<file path="config.mk">
export PLATFORM = sky130hd
export DESIGN_NAME = tan_req_scheduler
export DESIGN_NICKNAME = d
export VERILOG_FILES = /design/src/rtl/tan_req_scheduler_pkg.sv /design/src/rtl/rr_arbiter.sv /design/src/rtl/tan_req_scheduler.sv
export SDC_FILE = /design/constraint.sdc
export NUM_CORES = 1
export LEC_CHECK = 0
export CORE_MARGIN = 2
export CORE_UTILIZATION = 25
export DETAILED_ROUTE_END_ITERATION = 6
export PLACE_DENSITY_LB_ADDON = 0.15
export SLEW_MARGIN = 30
export SYNTH_ARGS = -nofsm -noshare
export SYNTH_HDL_FRONTEND = slang
export SYNTH_HIERARCHICAL = 1
export SYNTH_SLANG_ARGS = --single-unit
</file>
<file path="constraint.sdc">
create_clock -name clk -period 5 [get_ports clk]
set_input_delay 1.5 -clock clk [delete_from_list [all_inputs] [get_ports clk]]
set_output_delay 1.5 -clock clk [all_outputs]
set_load 0.03 [all_outputs]
</file>
<file path="src/rtl/tan_req_scheduler_pkg.sv">
// Shared constants and state encoding for the tan request scheduler.
package tan_req_scheduler_pkg;

    // Q16.16 angle constants in degrees
    localparam logic [31:0] ANGLE_LIM = 32'h005A_0000;
    localparam logic [31:0] DEG_30    = 32'h001E_0000;
    localparam logic [31:0] DEG_45    = 32'h002D_0000;
    localparam logic [31:0] DEG_60    = 32'h003C_0000;

    typedef enum logic [1:0] {
        IDLE = 2'd0,
        WAIT = 2'd1,
        RESP = 2'd2
    } state_t;

endpackage

</file>
<file path="src/rtl/rr_arbiter.sv">
// Combinational round-robin arbiter: grants the first request at or after
// the pointer, searching upward with wrap-around.
module rr_arbiter #(
    parameter int unsigned N_REQ = 4,
    localparam int unsigned IDX_W = (N_REQ > 1) ? $clog2(N_REQ) : 1
) (
    input  logic [N_REQ-1:0] req,
    input  logic [IDX_W-1:0] pointer,
    output logic [N_REQ-1:0] grant,
    output logic [IDX_W-1:0] grant_idx,
    output logic             any
);

    logic [IDX_W-1:0] idx;

    always_comb begin
        grant     = '0;
        grant_idx = '0;
        any       = 1'b0;
        idx       = '0;
        for (int i = 0; i < int'(N_REQ); i++) begin
            idx = IDX_W'((int'(pointer) + i) % int'(N_REQ));
            if (!any && req[idx]) begin
                any        = 1'b1;
                grant_idx  = idx;
                grant[idx] = 1'b1;
            end
        end
    end

endmodule

</file>
<file path="src/rtl/tan_req_scheduler.sv">
// Shares one free-running tan core among N_REQ requesters: round-robin grant,
// range check, settle/timeout wait, then a one-cycle response pulse.
module tan_req_scheduler #(
    parameter int unsigned N_REQ     = 4,
    parameter int unsigned MIN_WAIT  = 18,
    parameter int unsigned TIMEOUT   = 64,
    parameter logic [31:0] ANGLE_LIM = 32'h005A_0000
) (
    input  logic                  clk,
    input  logic                  rst_n,
    input  logic [N_REQ-1:0]      req,
    input  logic [32*N_REQ-1:0]   req_xita,
    output logic [N_REQ-1:0]      resp_valid,
    output logic [31:0]           resp_tan,
    output logic                  resp_err,
    output logic                  busy,
    output logic [31:0]           core_xita,
    input  logic                  core_valid,
    input  logic [31:0]           core_tan
);
    import tan_req_scheduler_pkg::*;

    localparam int unsigned IDX_W = (N_REQ > 1) ? $clog2(N_REQ) : 1;
    localparam int unsigned CNT_W = $clog2(TIMEOUT);

    state_t           state;
    logic [IDX_W-1:0] ptr;
    logic [IDX_W-1:0] gnt_idx;
    logic [N_REQ-1:0] gnt_onehot;
    logic [CNT_W-1:0] cnt;
    logic             err;
    logic [31:0]      tan_q;

    logic [N_REQ-1:0] grant_c;
    logic [IDX_W-1:0] grant_idx_c;
    logic             any_c;
    logic [31:0]      xita_arr [N_REQ];
    logic [31:0]      sel_xita_c;
    logic             in_range_c;

    rr_arbiter #(.N_REQ(N_REQ)) u_arb (
        .req       (req),
        .pointer   (ptr),
        .grant     (grant_c),
        .grant_idx (grant_idx_c),
        .any       (any_c)
    );

    for (genvar gi = 0; gi < int'(N_REQ); gi++) begin : g_slice
        assign xita_arr[gi] = req_xita[gi*32 +: 32];
    end

    assign sel_xita_c = xita_arr[grant_idx_c];

    // Strict bounds on both sides, so the most negative value is also rejected
    assign in_range_c = ($signed(sel_xita_c) < $signed(ANGLE_LIM)) &&
                        ($signed(sel_xita_c) > -$signed(ANGLE_LIM));

    always_ff @(posedge clk or negedge rst_n) begin
        if (!rst_n) begin
            state      <= IDLE;
            ptr        <= '0;
            gnt_idx    <= '0;
            gnt_onehot <= '0;
            cnt        <= '0;
            err        <= 1'b0;
            tan_q      <= '0;
            core_xita  <= '0;
            resp_valid <= '0;
            resp_tan   <= '0;
            resp_err   <= 1'b0;
            busy       <= 1'b0;
        end else begin
            resp_valid <= '0;
            resp_tan   <= '0;
            resp_err   <= 1'b0;
            case (state)
                IDLE: begin
                    if (any_c) begin
                        gnt_idx    <= grant_idx_c;
                        gnt_onehot <= grant_c;
                        busy       <= 1'b1;
                        if (in_range_c) begin
                            core_xita <= sel_xita_c;
                            cnt       <= '0;
                            err       <= 1'b0;
                            state     <= WAIT;
                        end else begin
                            err   <= 1'b1;
                            tan_q <= '0;
                            state <= RESP;
                        end
                    end
                end
                WAIT: begin
                    cnt <= cnt + 1'b1;
                    // Valid before MIN_WAIT may belong to the previous angle
                    if (cnt >= CNT_W'(MIN_WAIT) && core_valid) begin
                        tan_q <= core_tan;
                        err   <= 1'b0;
                        state <= RESP;
                    end else if (cnt == CNT_W'(TIMEOUT - 1)) begin
                        tan_q <= '0;
                        err   <= 1'b1;
                        state <= RESP;
                    end
                end
                RESP: begin
                    resp_valid <= gnt_onehot;
                    resp_tan   <= err ? 32'h0 : tan_q;
                    resp_err   <= err;
                    ptr        <= (gnt_idx == IDX_W'(N_REQ - 1)) ? '0 : gnt_idx + 1'b1;
                    busy       <= 1'b0;
                    state      <= IDLE;
                end
                default: begin
                    busy  <= 1'b0;
                    state <= IDLE;
                end
            endcase
        end
    end

endmodule

</file>
# Word-level counts from Yosys, hierarchy flattened

Cells that the tools add are included.

Flip-flop bits (word level): 119

Bitwise gates (word level): 5
Reductions and logical operators: 21
Mux-type cells: 56
Add/subtract/negate cells: 5
Order comparisons: 12
Eq/ne operators: 8

Operators by type and width:

| operator             | count |
|---|---|
| $mux 32              | 8 |
| $bmux 32 s2          | 1 |
| $pmux 32 s2          | 1 |
| $gt 32x24->1 const B | 1 |
| $lt 32x24->1 const B | 1 |
| $mux 4               | 5 |
| $mux 1               | 18 |
| $mux 2               | 9 |
| $lt 2x3->1 const B   | 4 |
| $mux 6               | 2 |
| $or 4x4->4           | 3 |
| $pmux 6 s2           | 1 |
| $logic_and 1x1->1    | 9 |
| $reduce_and 3->1     | 3 |
| $bmux 1 s2           | 4 |
| $demux 1 s2          | 4 |
| $ge 2x1->1 const B   | 4 |
| $add 6x1->6 const B  | 1 |
| $eq 6x6->1 const B   | 1 |
| $ge 6x5->1 const B   | 1 |
| $ne 2x2->1 const B   | 3 |
| $reduce_and 2->1     | 3 |
| $add 2x1->2 const B  | 2 |
| $add 2x2->2 const B  | 2 |
| 12 further kinds     | 16 |

# Logic depth before layout (Yosys ltp)

Gate-level depths: netlist of run 1.

Depth after elaboration: 21
Mapped depth: 19
Gate-level depth less buffers: 12

# Modules after synthesis

Netlist of run 1, hierarchy kept.

By module, submodules not included:

| module            | times used | area each (um^2) | cells an instance | sequential area each (um^2) |
|---|---|---|---|---|
| tan_req_scheduler | 1          | 5,261.3          | 367               | 2,977.9 |
| rr_arbiter        | 1          | 421.7            | 45                | 0.0 |

# Least setup slack after synthesis of run 1

OpenSTA, ideal clock, no wires.

Path type: input port to flip-flop
Start: in req[2]
End: reg core_xita[19]
Path slack: -0.080 ns
Library setup time: 0.125 ns
Arrival: 4.955 ns
Buffers on the path: 6
Required time: 4.875 ns
Stages: 16
Cells stage by stage: mux4_2 > buf_6 > and2b_2 > o21ai_0 > o31ai_1 > buf_4 > buf_6 > buf_2 > mux4_2 > nor4_1 > nand2_1 > nor4_2 > nor3_2 > buf_6 > buf_6 > mux2_4

Longest elaborated chain between the ends: 19
Elaborated cells between the ends (all ways): 30
Classes of those cells: 2 x order compare; 19 x mux; 1 x bitwise; 8 x reduce/logical

Ends and longest elaborated chain:

| item                                            | RTL line                                         | RTL |
|---|---|---|
| from (decl)                                     | tan_req_scheduler.sv:11                          | `input logic [N_REQ-1:0] req,` |
| $bmux 1 s2                                      | rr_arbiter.sv:23                                 | `if (!any && req[idx]) begin` |
| $mux 1 (implied by the code)                    | rr_arbiter.sv:23                                 |  |
| $mux 1                                          | rr_arbiter.sv:23                                 |  |
| $logic_not 1->1                                 | rr_arbiter.sv:23                                 |  |
| $logic_and 1x1->1                               | rr_arbiter.sv:23                                 |  |
| $mux 1                                          | rr_arbiter.sv:23                                 |  |
| $logic_not 1->1                                 | rr_arbiter.sv:23                                 |  |
| $logic_and 1x1->1                               | rr_arbiter.sv:23                                 |  |
| (+3 left out)                                   | --                                               |  |
| $mux 2 (*)                                      | rr_arbiter.sv:23                                 |  |
| named net grant_idx_c[0]                        | tan_req_scheduler.sv:35                          | `logic [IDX_W-1:0] grant_idx_c;` |
| $not 2->3 (implied by the code) (*)             | tan_req_scheduler.sv:53                          | `assign sel_xita_c = xita_arr[grant_idx_c];` |
| $bmux 32 s2 (*)                                 | tan_req_scheduler.sv:53                          |  |
| $mux 32 (implied by the code) (*) (2 in series) | tan_req_scheduler.sv:53                          |  |
| $lt 32x24->1 or $gt 32x24->1 (tied branches)    | tan_req_scheduler.sv:56, tan_req_scheduler.sv:57 |  |
| $logic_and 1x1->1                               | tan_req_scheduler.sv:56                          | `assign in_range_c = ($signed(sel_xita_c) < $signed(ANGLE_LIM)) &&` |
| $reduce_and 3->1 (no source line)               | --                                               |  |
| to (signal assigned)                            | tan_req_scheduler.sv:84                          | `core_xita <= sel_xita_c;` |
| to (decl)                                       | tan_req_scheduler.sv:17                          | `output logic [31:0] core_xita,` |

The timed path passes the listed nets; every way through them passes the cells marked *. The select of a mux whose other input is x is not followed.
A chain may end at the register's enable or synchronous reset.

# Worst setup path after layout of run 1

Start: in req[0]
End: reg core_xita[29]

Same word-level chain as after synthesis.

==> results.cfg, run 1 <==
[synthesis]
synth_nets = 587
synthAdderAreaFrac = 0.0176
synth_area_per_cell_um2 = 13.8
synth_xor_area_frac = 0.00771
netlist.area_leader.share = 0.524
synth-seq-cells = 119
synth_warnings = 6
synthCells = 412
synth_top_cell_by_area = dfrtp_1
synthSimpleGateAreaFrac = 0.107
syn_area_um2 = 5680
synthTopCellsByArea = dfrtp_1 (52%), mux4_2 (13%), mux2_2 (5.9%)
synth_compound_area_frac = 0.0958
synth_edf_count = 0
ys_types = 45
synth.mux.area_fraction = 0.215
yosysSeqAreaShare = 0.524
postSynth.asyncResetShare = 1.00
synth_flop_cell = dfrtp_1
synth_top_family_by_area = multiplexers

[setup_path]
crit_required_ns = 5.29
reg2reg_to = core_xita[29]
worstSetupPathType = input pin to register
critPathMaxFanout = 8
reg2regPathDepth = 18
critPathLaunch = req[0]
reg2reg_from = ptr[1]
start_kind = input pin
end_kind = register
cp.arrival_ns = 5.26
r2r_setup_slack_ns = 0.46

[min_path]
min_delay_worst_endpoint = resp_tan[2]
hp-start = tan_q[2]
holdPathStages = 1
holdCritPathClass = register to register

[sta]
fmax_ghz = 0.201
slew_violations = 0
worst_slew_margin_rel = 0.434
finalHoldViolCount = 0
fin_crit_sh = 0.993
fin_skew_ns = 0.00585
rsz0062_at_grt = yes
worst_pin_slew_ns = 0.849
hold_slack_ns = 0.475
setup_viol = 0
finalCriticalPeriod_ns = 4.97

[pwr]
p_leak_nw = 4.25
power.total_mw = 6.15
power_density_nw_per_um2 = 620
peakVddDrop_uv = 533

[grt]
track_usage = 0.161
antenna_found_initial = 0
grt_pass1_wl_um = 29600
grt_pass1_vias = 5318
grt_overflow = 0
grt_max_degree = 63

[finish]
multiInputGateArea_um2 = 2710
regArea_um2 = 2980
final_common_cell = clkdlybuf4s50_1
syn_to_final_growth_pct = 74.5
final_cell_mix = clkdlybuf4s50_1 (231), dfrtp_1 (119), buf_4 (66)
design_area_um2 = 9920
drive_gt1_frac = 0.289
final.fill_count = 2090
diodes = 0
nets = 899

[drt]
drt_iter0_drc = 146
wire_per_inst_um = 18.4
drc = 0
drt-vias-per-instance = 4.64
wl_um = 18800
drtPass1Iterations = 4
num_vias = 4740
ant_nets = 0

[placed_design]
dp_hpwl_um = 13600
postPlaceCellArea_um2 = 8750
gp_congestion = 0.869
port_buffers = 236

[clock_network]
tritoncts = done
path_clk_slew_ns = 0.06
cts_buffers = 17
h-tree-depth = 4
clock_latency_ns = 0.40
cts_hold_buffers = 0
ctsLongestPathBuffers = 2
root_buffer = clkbuf_16
cts.sinks = 119

[run_status]
outcome = completed

[die]
die_h_um = 155
die_w_um = 155
rows = 55
io_pins = 237
coreArea_um2 = 22500
die_area_um2 = 24000
start_util = 0.253

[job]
cap_violations = 0
-- worst max path at each step --
stage | cells past startpoint | endpoint | slack (ns)
finish | 16 | core_xita[29] | 0.03
global route | 20 | core_xita[22] | -0.10
CTS | 17 | core_xita[17] | 0.01
detailed placement | 16 | core_xita[20] | -1.01
global placement | 16 | core_xita[21] | -0.95
floorplan | 16 | core_xita[19] | 0.003
-- area by class of cell --
cell class,count,share of cell area
flip-flops and latches,119,0.300
clock inverters,12,0.0201
clock buffers,20,0.0450
repair buffers,322,0.324
well taps,285,0.0360
inverters,5,0.00189
multi-input cells,259,0.273
-- synth_stat cells (2+ instances only) --
| library cell | instances |
|---|---|
| nor2_1 | 15 |
| ha_1 | 8 |
| inv_1 | 5 |
| dfrtp_1 | 119 |
| nand2_1 | 29 |
| nand4_1 | 4 |
| a211oi_1 | 2 |
| mux2i_1 | 2 |
| and2_1 | 37 |
| o21ai_0 | 9 |
| mux2_4 | 3 |
| o31ai_1 | 2 |
| mux2_2 | 30 |
| nor2b_1 | 5 |
| buf_6 | 6 |
| mux4_2 | 34 |
| nor4_1 | 6 |
| mux4_1 | 2 |
| xor2_1 | 3 |
| xnor2_1 | 2 |
| nand2b_1 | 4 |
| buf_2 | 7 |
| a22oi_1 | 8 |
| a32o_1 | 33 |
| clkbuf_1 | 14 |
| nand3_1 | 3 |
| or3_1 | 2 |
-- worst max-delay path: stages --
cell	delay (ns)
buf_6	0.09
buf_6	0.11
mux4_2	0.54
buf_6	0.16
o31ai_4	0.23
buf_4	0.19
buf_4	0.12
mux4_2	0.51
or4_4	0.57
nor4_4	0.19
a2bb2oi_2	0.13
nor3_4	0.21
buf_12	0.15
buf_6	0.10
buf_16	0.12
mux2_2	0.33
-- cells by family (layout without fill, tap and decap cells) --
family                     Yosys count  count (layout)
DFF                                119             119
and+or+nand+nor                    111             111
muxes                               71              71
AOI/OAI and AO/OA                   64              64
buffers and inverters               34             359
adders and majority gates            8               8
xor gates and xnor gates             5               5
-- report_power, final --
part	leakage, nW	internal, mW	switching (mW)
clock network	0.314	0.898	0.437
registers	1.61	1.12	0.112
logic	2.33	1.95	1.63
total	4.25	3.97	2.18
-- flip-flops by register name, indices dropped and copies added, names as in the netlist --
name / flops
core_xita: 32
state: 2
ptr: 2
resp_valid: 4
busy: 1
gnt_onehot: 4
cnt: 6
resp_err: 1
err: 1
resp_tan: 32
gnt_idx: 2
tan_q: 32
-- timing repair --
| action | in CTS | in global routing |
|---|---|---|
| buffers inserted | 27 | 1 |
| pin swaps | 12 | 1 |
| setup endpoints to repair | 73 | 64 |
| cloned | 5 | 0 |
| resized for setup | 56 | 4 |
-- stage by stage --
stage / TNS, ns / worst slack [ns] / instances / util
after floorplan: 0 / 0.00309 / 412 / -
after global placement: -65.74 / -0.951 / 959 / 0.389
after detailed placement: -69.57 / -1.01 / 959 / 0.389
after CTS: 0 / 0.0144 / 1021 / 0.439
after global routing: -3.65 / -0.101 / 1022 / 0.441
final: 0 / 0.0326 / 1022 / 0.441
-- metal layers --
layer	vias up	global-route usage	routed length [um]
met1	2301	0.195	7620
met4	0	0.0467	267
met5	-	0	0
met2	222	0.269	9190
li1	2198	-	-
met3	19	0.0605	1700
Power figures use the tool's default switching activity.
==> run 2: changes to the inputs <==
Settings changed: SYNTH_HIERARCHICAL 1 to unset.
==> run 2 against run 1 <==
Against the previous run: clock skew up 0.0039 ns; synthesized cell count up 48%; non-clock buffer count down 34; synthesized area up 8.6%; die area up 8.4%; sequential power down 4%; sequential share of layout area up 0.32 points; combinational power down 27%; critical endpoint is now tan_q[3].
==> results.cfg, run 2 <==
[sta]
fmax_ghz = 0.208
hold_slack_ns = 0.468
slew_violations = 0
finalHoldViolCount = 0
fin_skew_ns = 0.00978
fin_crit_sh = 0.959
rsz0062_at_grt = no
worst_pin_slew_ns = 0.724
worst_slew_margin_rel = 0.518
setup_viol = 0
finalCriticalPeriod_ns = 4.80

[die]
rows = 57
start_util = 0.255
coreArea_um2 = 24200
io_pins = 237
die_area_um2 = 26000
die_w_um = 161
die_h_um = 161

[grt]
grt_max_degree = 58
grt_overflow = 0
grt_pass1_wl_um = 31400
grt_pass1_vias = 5595
track_usage = 0.157
antenna_found_initial = 0

[finish]
diodes = 0
fin_cells = 1220
drive_gt1_frac = 0.126
final_common_cell = clkdlybuf4s50_1
nets = 1058
syn_to_final_growth_pct = 59.0
final.fill_count = 2412
final_cell_mix = clkdlybuf4s50_1 (235), dfrtp_1 (119), nand2_1 (71)
top_regs = core_xita x32, resp_tan x32, tan_q x32
design_area_um2 = 9810
final_util = 0.405

[setup_path]
reg2reg_to = tan_q[3]
critPathLaunch = req[2]
reg2regPathDepth = 14
critPathMaxFanout = 33
start_kind = input pin
worstSetupPathType = input pin to register
crit_required_ns = 5.29
reg2reg_from = ptr[1]
r2r_setup_slack_ns = 0.79
cp.arrival_ns = 5.08
end_kind = register

[clock_network]
root_buffer = clkbuf_16
cts_buffers = 17
cts_hold_buffers = 0
h-tree-depth = 4
tritoncts = done
ctsLongestPathBuffers = 2
cts.sinks = 119
cts_setup_buffers = 0
clock_latency_ns = 0.41
path_clk_slew_ns = 0.06

[synthesis]
yosys-top-cells-count = dfrtp_1 (119), nand2_1 (71), nor2_1 (49)
synth_area_per_cell_um2 = 10.1
synth_warnings = 0
ys_types = 62
synth_flop_cell = dfrtp_1
netlist.area_leader.share = 0.482
synth_nets = 783
synthTopCellsByArea = dfrtp_1 (48%), mux2i_1 (5.5%), a22o_1 (4.5%)
syn_area_um2 = 6170
postSynth.asyncResetShare = 1.00
synth-seq-cells = 119
yosysSeqAreaShare = 0.482
synth_edf_count = 0
synth_top_cell_by_area = dfrtp_1
synth.most_common_cell = dfrtp_1
synthCells = 609

[run_status]
outcome = completed

[placed_design]
postPlaceCellArea_um2 = 9200
gp_congestion = 0.849
dp_hpwl_um = 15700
dp.cells = 1189
port_buffers = 236

[drt]
wl_um = 20100
drtPass1Iterations = 5
wire_per_inst_um = 16.5
num_vias = 5628
drt_iter0_drc = 190
drt-vias-per-instance = 4.61
drc = 0
ant_nets = 0

[min_path]
hp-start = gnt_onehot[0]
min_delay_worst_endpoint = gnt_onehot[0]
holdPathStages = 2
holdCritPathClass = register to register

[pwr]
peakVddDrop_uv = 216
power.total_mw = 5.04
p_leak_nw = 4.34
power_density_nw_per_um2 = 514

[job]
cap_violations = 0
run 2: how the worst max path moves through the flow:
stage	endpoint	slack, ns
global placement	cnt[3]	-0.18
detailed placement	cnt[3]	-0.30
global route	cnt[3]	0.03
finish	tan_q[3]	0.20
floorplan	tan_q[0]	0.49
CTS	tan_q[3]	0.15
run 2: metal layers:
metal | track usage | up-vias | wire, um
met5 | 0 | - | 0
met2 | 0.256 | 237 | 9240
li1 | - | 2761 | -
met3 | 0.0493 | 14 | 1570
met4 | 0.0337 | 0 | 179
met1 | 0.206 | 2616 | 9150
run 2: logic make-up after synthesis:
logic type | share of synthesized area
compound gates | 0.165
simple gates | 0.207
mux | 0.0953
buf+inv | 0.0357
flops | 0.482
fa+ha+maj | 0.0142
run 2: layout make-up:
class | count | area [um2] | area share
multi-input combinational | 449 | 2990 | 0.304
sequential | 119 | 2980 | 0.303
timing repair buffer | 288 | 2800 | 0.286
clock buffer | 23 | 488 | 0.0497
tap | 324 | 405 | 0.0413
clock inverter | 8 | 120 | 0.0122
inverter | 9 | 33.8 | 0.00344
run 2: repair_timing:
| item | 4_1_cts | 5_1_grt |
|---|---|---|
| setup endpoints to repair | 0 | 23 |
| endpoints found under the hold margin | 0 | 0 |
| gates resized for setup | 0 | 1 |
run 2: where the power goes:
group / leakage, nW / internal [mW] / switching (mW)
Clock: 0.295 / 0.831 / 0.420
Sequential: 1.61 / 1.10 / 0.0930
Combinational: 2.44 / 1.18 / 1.42
run 2: worst max-delay path, stage by stage:
cell and delay (ns):
clkdlybuf4s50_1 0.54, mux4_2 0.53, nor2b_4 0.16, o21a_4 0.21
nor2_8 0.19, buf_4 0.20, mux2i_1 0.21, mux2i_1 0.13
or4_1 0.45, o31a_4 0.40, nand2_4 0.09, o21ai_4 0.06
buf_12 0.18, a22o_1 0.20
run 2: metrics by stage:
stage | worst slack [ns] | setup TNS (ns)
finish | 0.203 | 0
CTS | 0.145 | 0
global placement | -0.178 | -9.28
floorplan | 0.488 | 0
global route | 0.0304 | 0
detailed placement | -0.304 | -18.41
